`src/rtl/axi_lite_arbiter.sv`:
```
// -----------------------------------------------------------------------------
// axi_lite_arbiter
//   Two AXI4-Lite masters (m0 = instruction fetch, m1 = load/store) share one
//   AXI4-Lite slave port. Exactly one transaction (read or write) is in flight
//   at a time. Grant is round-robin when both masters request; responses are
//   returned only to the granted master.
//
// Ports
//   clk, rst         clock, asynchronous active-high reset
//   m0_axi_*         master 0 AXI4-Lite slave-side port (AR, R, AW, W, B)
//   m1_axi_*         master 1 AXI4-Lite slave-side port (AR, R, AW, W, B)
//   s_axi_*          shared master-side port towards the router core port
//   dbg_state        current FSM state (IDLE=0, R_ADDR=1, R_DATA=2,
//                    W_ADDR=3, W_RESP=4)
//
// Handshake semantics: every channel transfers on a cycle where valid and
// ready are both high at posedge clk. Masters hold valid (and payload) stable
// until the handshake. The arbiter never creates or drops a handshake: in the
// active state it wires the granted master's channel straight through, and
// every other channel (and the other master) sees 0.
// -----------------------------------------------------------------------------
module axi_lite_arbiter #(
    parameter int ADDR_W = 32,
    parameter int DATA_W = 32
) (
    input  logic                clk,
    input  logic                rst,

    input  logic [ADDR_W-1:0]   m0_axi_araddr,
    input  logic                m0_axi_arvalid,
    output logic                m0_axi_arready,
    output logic [DATA_W-1:0]   m0_axi_rdata,
    output logic [1:0]          m0_axi_rresp,
    output logic                m0_axi_rvalid,
    input  logic                m0_axi_rready,
    input  logic [ADDR_W-1:0]   m0_axi_awaddr,
    input  logic                m0_axi_awvalid,
    output logic                m0_axi_awready,
    input  logic [DATA_W-1:0]   m0_axi_wdata,
    input  logic [DATA_W/8-1:0] m0_axi_wstrb,
    input  logic                m0_axi_wvalid,
    output logic                m0_axi_wready,
    output logic [1:0]          m0_axi_bresp,
    output logic                m0_axi_bvalid,
    input  logic                m0_axi_bready,

    input  logic [ADDR_W-1:0]   m1_axi_araddr,
    input  logic                m1_axi_arvalid,
    output logic                m1_axi_arready,
    output logic [DATA_W-1:0]   m1_axi_rdata,
    output logic [1:0]          m1_axi_rresp,
    output logic                m1_axi_rvalid,
    input  logic                m1_axi_rready,
    input  logic [ADDR_W-1:0]   m1_axi_awaddr,
    input  logic                m1_axi_awvalid,
    output logic                m1_axi_awready,
    input  logic [DATA_W-1:0]   m1_axi_wdata,
    input  logic [DATA_W/8-1:0] m1_axi_wstrb,
    input  logic                m1_axi_wvalid,
    output logic                m1_axi_wready,
    output logic [1:0]          m1_axi_bresp,
    output logic                m1_axi_bvalid,
    input  logic                m1_axi_bready,

    output logic [ADDR_W-1:0]   s_axi_araddr,
    output logic                s_axi_arvalid,
    input  logic                s_axi_arready,
    input  logic [DATA_W-1:0]   s_axi_rdata,
    input  logic [1:0]          s_axi_rresp,
    input  logic                s_axi_rvalid,
    output logic                s_axi_rready,
    output logic [ADDR_W-1:0]   s_axi_awaddr,
    output logic                s_axi_awvalid,
    input  logic                s_axi_awready,
    output logic [DATA_W-1:0]   s_axi_wdata,
    output logic [DATA_W/8-1:0] s_axi_wstrb,
    output logic                s_axi_wvalid,
    input  logic                s_axi_wready,
    input  logic [1:0]          s_axi_bresp,
    input  logic                s_axi_bvalid,
    output logic                s_axi_bready,

    output logic [2:0]          dbg_state
);

    localparam int STRB_W = DATA_W / 8;

    typedef enum logic [2:0] {
        IDLE   = 3'd0,
        R_ADDR = 3'd1,
        R_DATA = 3'd2,
        W_ADDR = 3'd3,
        W_RESP = 3'd4
    } state_e;

    state_e state_q, state_d;
    logic   grant_q, grant_d;           // 0 = m0, 1 = m1
    logic   last_grant_q, last_grant_d; // master served by the last completed transaction
    logic   aw_done_q, aw_done_d;
    logic   w_done_q, w_done_d;

    assign dbg_state = state_q;

    // Granted master's inputs, selected once so the forwarding logic is
    // written a single time.
    logic [ADDR_W-1:0] g_araddr, g_awaddr;
    logic [DATA_W-1:0] g_wdata;
    logic [STRB_W-1:0] g_wstrb;
    logic              g_arvalid, g_rready, g_awvalid, g_wvalid, g_bready;

    assign g_araddr  = grant_q ? m1_axi_araddr  : m0_axi_araddr;
    assign g_arvalid = grant_q ? m1_axi_arvalid : m0_axi_arvalid;
    assign g_rready  = grant_q ? m1_axi_rready  : m0_axi_rready;
    assign g_awaddr  = grant_q ? m1_axi_awaddr  : m0_axi_awaddr;
    assign g_awvalid = grant_q ? m1_axi_awvalid : m0_axi_awvalid;
    assign g_wdata   = grant_q ? m1_axi_wdata   : m0_axi_wdata;
    assign g_wstrb   = grant_q ? m1_axi_wstrb   : m0_axi_wstrb;
    assign g_wvalid  = grant_q ? m1_axi_wvalid  : m0_axi_wvalid;
    assign g_bready  = grant_q ? m1_axi_bready  : m0_axi_bready;

    // Slave-to-master values before demux onto the granted master.
    logic              fwd_arready, fwd_awready, fwd_wready;
    logic              fwd_rvalid, fwd_bvalid;
    logic [DATA_W-1:0] fwd_rdata;
    logic [1:0]        fwd_rresp, fwd_bresp;

    always_comb begin
        s_axi_araddr  = '0;
        s_axi_arvalid = 1'b0;
        s_axi_rready  = 1'b0;
        s_axi_awaddr  = '0;
        s_axi_awvalid = 1'b0;
        s_axi_wdata   = '0;
        s_axi_wstrb   = '0;
        s_axi_wvalid  = 1'b0;
        s_axi_bready  = 1'b0;
        fwd_arready   = 1'b0;
        fwd_awready   = 1'b0;
        fwd_wready    = 1'b0;
        fwd_rvalid    = 1'b0;
        fwd_rdata     = '0;
        fwd_rresp     = 2'b00;
        fwd_bvalid    = 1'b0;
        fwd_bresp     = 2'b00;

        case (state_q)
            R_ADDR: begin
                s_axi_arvalid = g_arvalid;
                s_axi_araddr  = g_araddr;
                fwd_arready   = s_axi_arready;
            end
            R_DATA: begin
                fwd_rvalid   = s_axi_rvalid;
                fwd_rdata    = s_axi_rdata;
                fwd_rresp    = s_axi_rresp;
                s_axi_rready = g_rready;
            end
            W_ADDR: begin
                // A channel that has already handshaken is closed off so the
                // slave cannot see a second address or data beat.
                if (!aw_done_q) begin
                    s_axi_awvalid = g_awvalid;
                    s_axi_awaddr  = g_awaddr;
                    fwd_awready   = s_axi_awready;
                end
                if (!w_done_q) begin
                    s_axi_wvalid = g_wvalid;
                    s_axi_wdata  = g_wdata;
                    s_axi_wstrb  = g_wstrb;
                    fwd_wready   = s_axi_wready;
                end
            end
            W_RESP: begin
                fwd_bvalid   = s_axi_bvalid;
                fwd_bresp    = s_axi_bresp;
                s_axi_bready = g_bready;
            end
            default: ;
        endcase
    end

    // Demux onto the granted master; the other master sees all zeros.
    assign m0_axi_arready = fwd_arready & ~grant_q;
    assign m1_axi_arready = fwd_arready &  grant_q;
    assign m0_axi_awready = fwd_awready & ~grant_q;
    assign m1_axi_awready = fwd_awready &  grant_q;
    assign m0_axi_wready  = fwd_wready  & ~grant_q;
    assign m1_axi_wready  = fwd_wready  &  grant_q;
    assign m0_axi_rvalid  = fwd_rvalid  & ~grant_q;
    assign m1_axi_rvalid  = fwd_rvalid  &  grant_q;
    assign m0_axi_bvalid  = fwd_bvalid  & ~grant_q;
    assign m1_axi_bvalid  = fwd_bvalid  &  grant_q;
    assign m0_axi_rdata   = grant_q ? '0    : fwd_rdata;
    assign m1_axi_rdata   = grant_q ? fwd_rdata : '0;
    assign m0_axi_rresp   = grant_q ? 2'b00 : fwd_rresp;
    assign m1_axi_rresp   = grant_q ? fwd_rresp : 2'b00;
    assign m0_axi_bresp   = grant_q ? 2'b00 : fwd_bresp;
    assign m1_axi_bresp   = grant_q ? fwd_bresp : 2'b00;

    logic ar_hs, r_hs, aw_hs, w_hs, b_hs;
    logic req0, req1, sel;

    // Slave-side valid/ready are already gated by state, so these are only
    // ever high in the state that owns the channel.
    assign ar_hs = s_axi_arvalid & s_axi_arready;
    assign r_hs  = s_axi_rvalid  & s_axi_rready;
    assign aw_hs = s_axi_awvalid & s_axi_awready;
    assign w_hs  = s_axi_wvalid  & s_axi_wready;
    assign b_hs  = s_axi_bvalid  & s_axi_bready;

    assign req0 = m0_axi_arvalid | m0_axi_awvalid;
    assign req1 = m1_axi_arvalid | m1_axi_awvalid;

    always_comb begin
        state_d      = state_q;
        grant_d      = grant_q;
        last_grant_d = last_grant_q;
        aw_done_d    = aw_done_q;
        w_done_d     = w_done_q;
        sel          = 1'b0;

        case (state_q)
            IDLE: begin
                if (req0 || req1) begin
                    // Contention goes to the master not served last time.
                    sel     = (req0 && req1) ? ~last_grant_q : req1;
                    grant_d = sel;
                    // A pending store is issued before a load from the same
                    // master so the load observes it.
                    if (sel ? m1_axi_awvalid : m0_axi_awvalid)
                        state_d = W_ADDR;
                    else
                        state_d = R_ADDR;
                end
            end
            R_ADDR: begin
                if (ar_hs) state_d = R_DATA;
            end
            R_DATA: begin
                if (r_hs) begin
                    state_d      = IDLE;
                    last_grant_d = grant_q;
                end
            end
            W_ADDR: begin
                aw_done_d = aw_done_q | aw_hs;
                w_done_d  = w_done_q  | w_hs;
                if (aw_done_d && w_done_d) begin
                    state_d   = W_RESP;
                    aw_done_d = 1'b0;
                    w_done_d  = 1'b0;
                end
            end
            W_RESP: begin
                if (b_hs) begin
                    state_d      = IDLE;
                    last_grant_d = grant_q;
                end
            end
            default: state_d = IDLE;
        endcase
    end

    always_ff @(posedge clk or posedge rst) begin
        if (rst) begin
            state_q      <= IDLE;
            grant_q      <= 1'b0;
            last_grant_q <= 1'b1;
            aw_done_q    <= 1'b0;
            w_done_q     <= 1'b0;
        end else begin
            state_q      <= state_d;
            grant_q      <= grant_d;
            last_grant_q <= last_grant_d;
            aw_done_q    <= aw_done_d;
            w_done_q     <= w_done_d;
        end
    end

endmodule

```
`config.mk`:
```
export PLATFORM = sky130hd
export DESIGN_NAME = axi_lite_arbiter
export DESIGN_NICKNAME = d
export VERILOG_FILES = /design/src/rtl/axi_lite_arbiter.sv
export SDC_FILE = /design/constraint.sdc
export NUM_CORES = 1
export LEC_CHECK = 0
export BUFFER_PORTS_ARGS = -buffer_cell sky130_fd_sc_hd__buf_2
export CAP_MARGIN = 20
export CORE_AREA = 2 2 172 174
export CTS_CLUSTER_DIAMETER = 100
export DETAILED_ROUTE_END_ITERATION = 8
export DIE_AREA = 0 0 174 176
export SLEW_MARGIN = 20
export SYNTH_ARGS = -nofsm -noshare
export SYNTH_HDL_FRONTEND = slang
export SYNTH_SLANG_ARGS = --single-unit
```
`constraint.sdc`:
```
create_clock -name clk -period 4.3 [get_ports clk]
set_input_delay 0.215 -clock clk [delete_from_list [all_inputs] [get_ports clk]]
set_output_delay 0.215 -clock clk [all_outputs]
set_load 0.02 [all_outputs]
```
Word level (Yosys, flattened, before mapping)
Index checks and enable logic that the tools add are counted.
{"block": "classes", "reduce_logical": 8, "bitwise": 21, "n_eq_ne": 9, "mux": 53}
{"cell": "$mux 32", "count": 11}
{"cell": "$mux 1", "count": 25}
{"cell": "$and 1x1->1", "count": 15}
{"cell": "$mux 3", "count": 5}
{"cell": "$pmux 3 s5", "count": 1}
{"cell": "$mux 2", "count": 7}
{"cell": "$mux 4", "count": 3}
{"cell": "$ne 2x2->1 const B", "count": 5}
{"cell": "$eq 3x2->1 const B", "count": 2}
{"cell": "$reduce_and 5->1", "count": 1}
{"cell": "$or 1x1->1", "count": 4}
{"cell": "$eq 3x1->1 const B", "count": 1}
{"cell": "$eq 3x3->1 const B", "count": 1}
{"cell": "$logic_not 3->1", "count": 1}
{"cell": "$reduce_and 3->1", "count": 1}
{"cell": "$logic_and 1x1->1", "count": 2}
{"cell": "$not 1->1", "count": 2}
{"cell": "$pmux 1 s2", "count": 1}
{"cell": "$reduce_and 2->1", "count": 1}
{"cell": "$reduce_bool 2->1", "count": 1}
{"cell": "$logic_or 1x1->1", "count": 1}
{"block": "totals", "inputBits": 253, "wordCells": 96, "output_inout_bits": 190, "ff_bits": 7}

Longest topological paths before layout
{"block": "logic_depth", "depth_word": 8, "ltp_mapped": 6, "ltp_nobuf": 4}

Least setup slack after synthesis
No wires, ideal clock.
{"block": "synth_timing", "path_kind": "reg-to-output", "startpoint": "register state_q[2] (netlist: dbg_state[2])", "endpoint": "output s_axi_araddr[10]", "t_arrival_ps": 1684, "path_stages_with_launch": 6, "required_ps": 4085, "slack_ps": 2401, "n_path_buf": 3, "path_cell_list": "dfrtp_1 buf_2 or3b_2 buf_2 buf_6 nor2_1"}
{"block": "synth_between", "elab_chain_cells": 2}
{"item": "start, declared", "line_no": "96", "text": "state_e state_q, state_d;"}
{"item": "start signal, assigned", "line_no": "272", "text": "state_q <= state_d;"}
{"item": "$eq 3x1->1", "line_no": "146", "text": "case (state_q)"}
{"item": "$mux 32", "line_no": "146"}
{"item": "end, declared", "line_no": "65", "text": "output logic [ADDR_W-1:0] s_axi_araddr,"}
No other way between the ends.

Worst setup path in the final report
{"block": "layout_timing", "startpoint": "register grant_q", "endpoint": "output m1_axi_rdata[16]"}
{"block": "layout_between", "elab_chain_cells": 1}
{"item": "start, declared", "line_no": "97", "text": "logic grant_q, grant_d;"}
{"item": "start signal, assigned", "line_no": "273", "text": "grant_q <= grant_d;"}
{"item": "$mux 32", "line_no": "194", "text": "assign m1_axi_rdata = grant_q ? fwd_rdata : '0;"}
{"item": "end, declared", "line_no": "50", "text": "output logic [DATA_W-1:0] m1_axi_rdata,"}
No other way between the ends.

==> metrics.cfg <==
[outcome]
result_of_the_run=complete, no violations

[place]
dpl-instance-area_um2=5200
placement.io_buffers=442
final_estimated_routing_congestion_in_global_placement=0.7882
detailed_place_hpwl_um=15220
placement.setup.worst_slack_ns=1.964

[global_route]
global_route_usage_over_all_layers=0.1002
grt_max_degree=83
antenna_found_initial=5
grt_overflow=0
grt_first_pass_wirelength_um=23800
via_count_of_the_first_global_routing_pass=4109

[timing]
hold_viol_final=0
final_worst_slack_ns=1.769
final_clock_period_utilization_by_the_worst_path=0.5887
drv_slew=0
layout_min_cycle_time_ns=2.531
final-setup-viol-count=0
rsz_0062_raised_after_global_routing=no
max-slew-margin-rel=0.4369
holdWs_ns=0.3460
totalNegativeSetupSlack_ns=0
achievable_freq_mhz=395.0
worst_pin_slew_ns=0.8447
final.setup_skew_ns=0.0004461

[route]
route.vias.total=4335
wire_length_reported_by_the_detailed_router_um=17030
via_per_inst=3.652
remaining_drc_errors=0
drt_iter0_markers=89
post_route_antenna_net_violation_count=0
wl_per_cell_um=14.35
drt_pass1_iterations=4

[yosys]
ys.flop_type=sky130_fd_sc_hd__dfrtp_1
mappedNetlistNets=640
sequential_fraction_of_the_synthesis_area=0.06540
share_of_synthesized_flip_flops_with_an_asynchronous_set_or_reset=1.000
synth_warnings=0
number_of_synthesized_flops_with_an_enable_pin=0
netlist-cell-type-count=38
syn_area_um2=2698
postSynthRegisterBits=7
syn_inst=387
syn_avg_cell_area_um2=6.971

[min_path]
hp-class=in2reg

[final_layout]
finalNetCount=1056
fillerInstances=3309
drive_above_1_share=0.5761
final_cell_area_um2=5291
layout_area_growth_over_synthesis_pct=96.15

[pwr]
finalPower_mw=2.645
cell_area_power_density_nw_per_um2=500.0
vdd_ir_drop_max_v=0.0002403
static-leakage-power_nw=3.450

[floorplan]
placement_rows=62
floorplan.initialDensity=0.09450
top_level_ports=443
design.core.area_um2=28550
fp.dieH_um=176
dieWidth_um=174
die_area_um2=30620

[clock_tree]
cts_buffer_depth=2
clock_tree.htree_level_count=1
cts_num_sinks=7
cts_tree=yes
cts_inserted_buffers=3
clock_transition_at_the_register_clock_pins_on_the_worst_setup_and_hold_paths_after_cts_ns=0.04
clock_latency_ns=0.23
clock-root-buffer=sky130_fd_sc_hd__clkbuf_16
cts_resized=0

[worst_setup_path]
slowest_delay_ns=0.77
worst_setup_path_end_kind=primary output
crit_path_start_kind=flop
worst-path-max-fanout=34
path_cells=inv_1 > nor2_4 > and2_1 > buf_2
worst_ep_arrival_time_ns=2.32
critPathRequiredTime_ns=4.09
worst_path_max_delay_cell=sky130_fd_sc_hd__dfrtp_4
setup.worst_path.class=reg2out

[job]
cap_viol_max_count=0

==> path summary, 6_finish.rpt <==
kind / from / endpoint / slack, ns / cells past startpoint
worst max-delay path: grant_q$_DFFE_PP0P_ / m1_axi_rdata[16] / 1.77 / 4
worst min-delay path: m0_axi_arvalid / grant_q$_DFFE_PP0P_ / 0.35 / 3
worst max register to register: grant_q$_DFFE_PP0P_ / dbg_state[1]$_DFFE_PP0P_ / 2.05 / 5
worst min register to register: w_done_q$_DFFE_PP0P_ / w_done_q$_DFFE_PP0P_ / 0.54 / 2
max in group asynchronous: rst / last_grant_q$_DFFE_PP1P_ / 3.57 / 3
min in group asynchronous: rst / dbg_state[1]$_DFFE_PP0P_ / 0.46 / 3
==> kinds of logic (layout without fill, tap and decap cells) <==
family	Yosys count	after routing	share of synthesized area
buffers and inverters	40	455	0.09137
other	0	1	0
flip-flops	7	7	0.06540
AND/OR/NAND/NOR	218	218	0.4054
AO/OA/AOI/OAI	16	16	0.04221
multiplexers	106	106	0.3956
==> area by class of cell <==
type                            instances  area, um2  area share
Clock buffer                            4      78.83     0.01490
Sequential cell                         7      180.2     0.03405
Inverter                                6      22.52    0.004256
Antenna cell                            1      2.502   0.0004729
Multi-Input combinational cell        340       2277      0.4304
Timing Repair Buffer                  445       2250      0.4252
Tap cell                              384      480.5     0.09080
==> cells in the final DEF (no fill, tap or decap), types with 2 or more instances in the layout <==
cell and n:
sky130_fd_sc_hd__a21oi_1 2, sky130_fd_sc_hd__and2_1 68, sky130_fd_sc_hd__and3_1 4, sky130_fd_sc_hd__buf_2 442
sky130_fd_sc_hd__clkbuf_16 3, sky130_fd_sc_hd__dfrtp_1 5, sky130_fd_sc_hd__inv_1 6, sky130_fd_sc_hd__mux2i_1 104
sky130_fd_sc_hd__nand2_1 8, sky130_fd_sc_hd__nor2_1 115, sky130_fd_sc_hd__nor2_4 3, sky130_fd_sc_hd__nor2b_1 2
sky130_fd_sc_hd__nor3_1 6, sky130_fd_sc_hd__nor3b_1 2, sky130_fd_sc_hd__o21ai_0 5, sky130_fd_sc_hd__o221ai_1 3
==> registers in the layout (all words and copies together), names as in the netlist <==
register,cells
last_grant_q,1
w_done_q,1
grant_q,1
dbg_state,3
aw_done_q,1
==> power by group <==
group | internal [mW] | switching, mW
clock network | 0.124 | 0.0379
logic | 0.858 | 1.41
registers | 0.102 | 0.111
total | 1.08 | 1.56
==> routing by layer <==
layer,track usage,routed length (um)
met4,0.02136,326
met1,0.1179,6619
met3,0.01916,1443
met2,0.1877,8597
met5,0,44
==> synth_stat cells (2+ instances only) <==
| master | number | area, um2 |
|---|---|---|
| sky130_fd_sc_hd__buf_4 | 6 | 45.04 |
| sky130_fd_sc_hd__nand2b_1 | 2 | 12.51 |
| sky130_fd_sc_hd__a21oi_1 | 2 | 10.01 |
| sky130_fd_sc_hd__clkbuf_2 | 6 | 30.03 |
| sky130_fd_sc_hd__nand2_1 | 8 | 30.03 |
| sky130_fd_sc_hd__buf_6 | 5 | 56.30 |
| sky130_fd_sc_hd__dfrtp_1 | 6 | 150.1 |
| sky130_fd_sc_hd__nor2b_1 | 2 | 12.51 |
| sky130_fd_sc_hd__mux2i_1 | 104 | 1041 |
| sky130_fd_sc_hd__o221ai_1 | 3 | 26.28 |
| sky130_fd_sc_hd__inv_1 | 6 | 22.52 |
| sky130_fd_sc_hd__and3_1 | 4 | 25.02 |
| sky130_fd_sc_hd__nor3b_1 | 2 | 15.01 |
| sky130_fd_sc_hd__nor2_1 | 115 | 431.7 |
| sky130_fd_sc_hd__o21ai_0 | 5 | 25.02 |
| sky130_fd_sc_hd__and2_1 | 68 | 425.4 |
| sky130_fd_sc_hd__nor2_4 | 3 | 33.78 |
| sky130_fd_sc_hd__nor3_1 | 6 | 30.03 |
| sky130_fd_sc_hd__buf_2 | 15 | 75.07 |
==> timing repair <==
action | 4_1_cts | 5_1_grt
buffers inserted | 0 | 0
hold buffers | 1 | 0
hold endpoints to repair | 6 | 0
==> stage by stage <==
stage	utilization	std cells
finish	0.1854	1187
global route	0.1854	1187
CTS	0.1853	1186
detailed placement	0.1822	1181
global placement	0.1822	1181
floorplan	-	387
==> worst max-delay path: cells and delay by family, from the launching register on <==
family	cells	cell delay, ns
buf+inv	2	0.53
flops	1	0.77
simple gates	2	0.76
No activity file was read; power rests on OpenSTA's default activity.
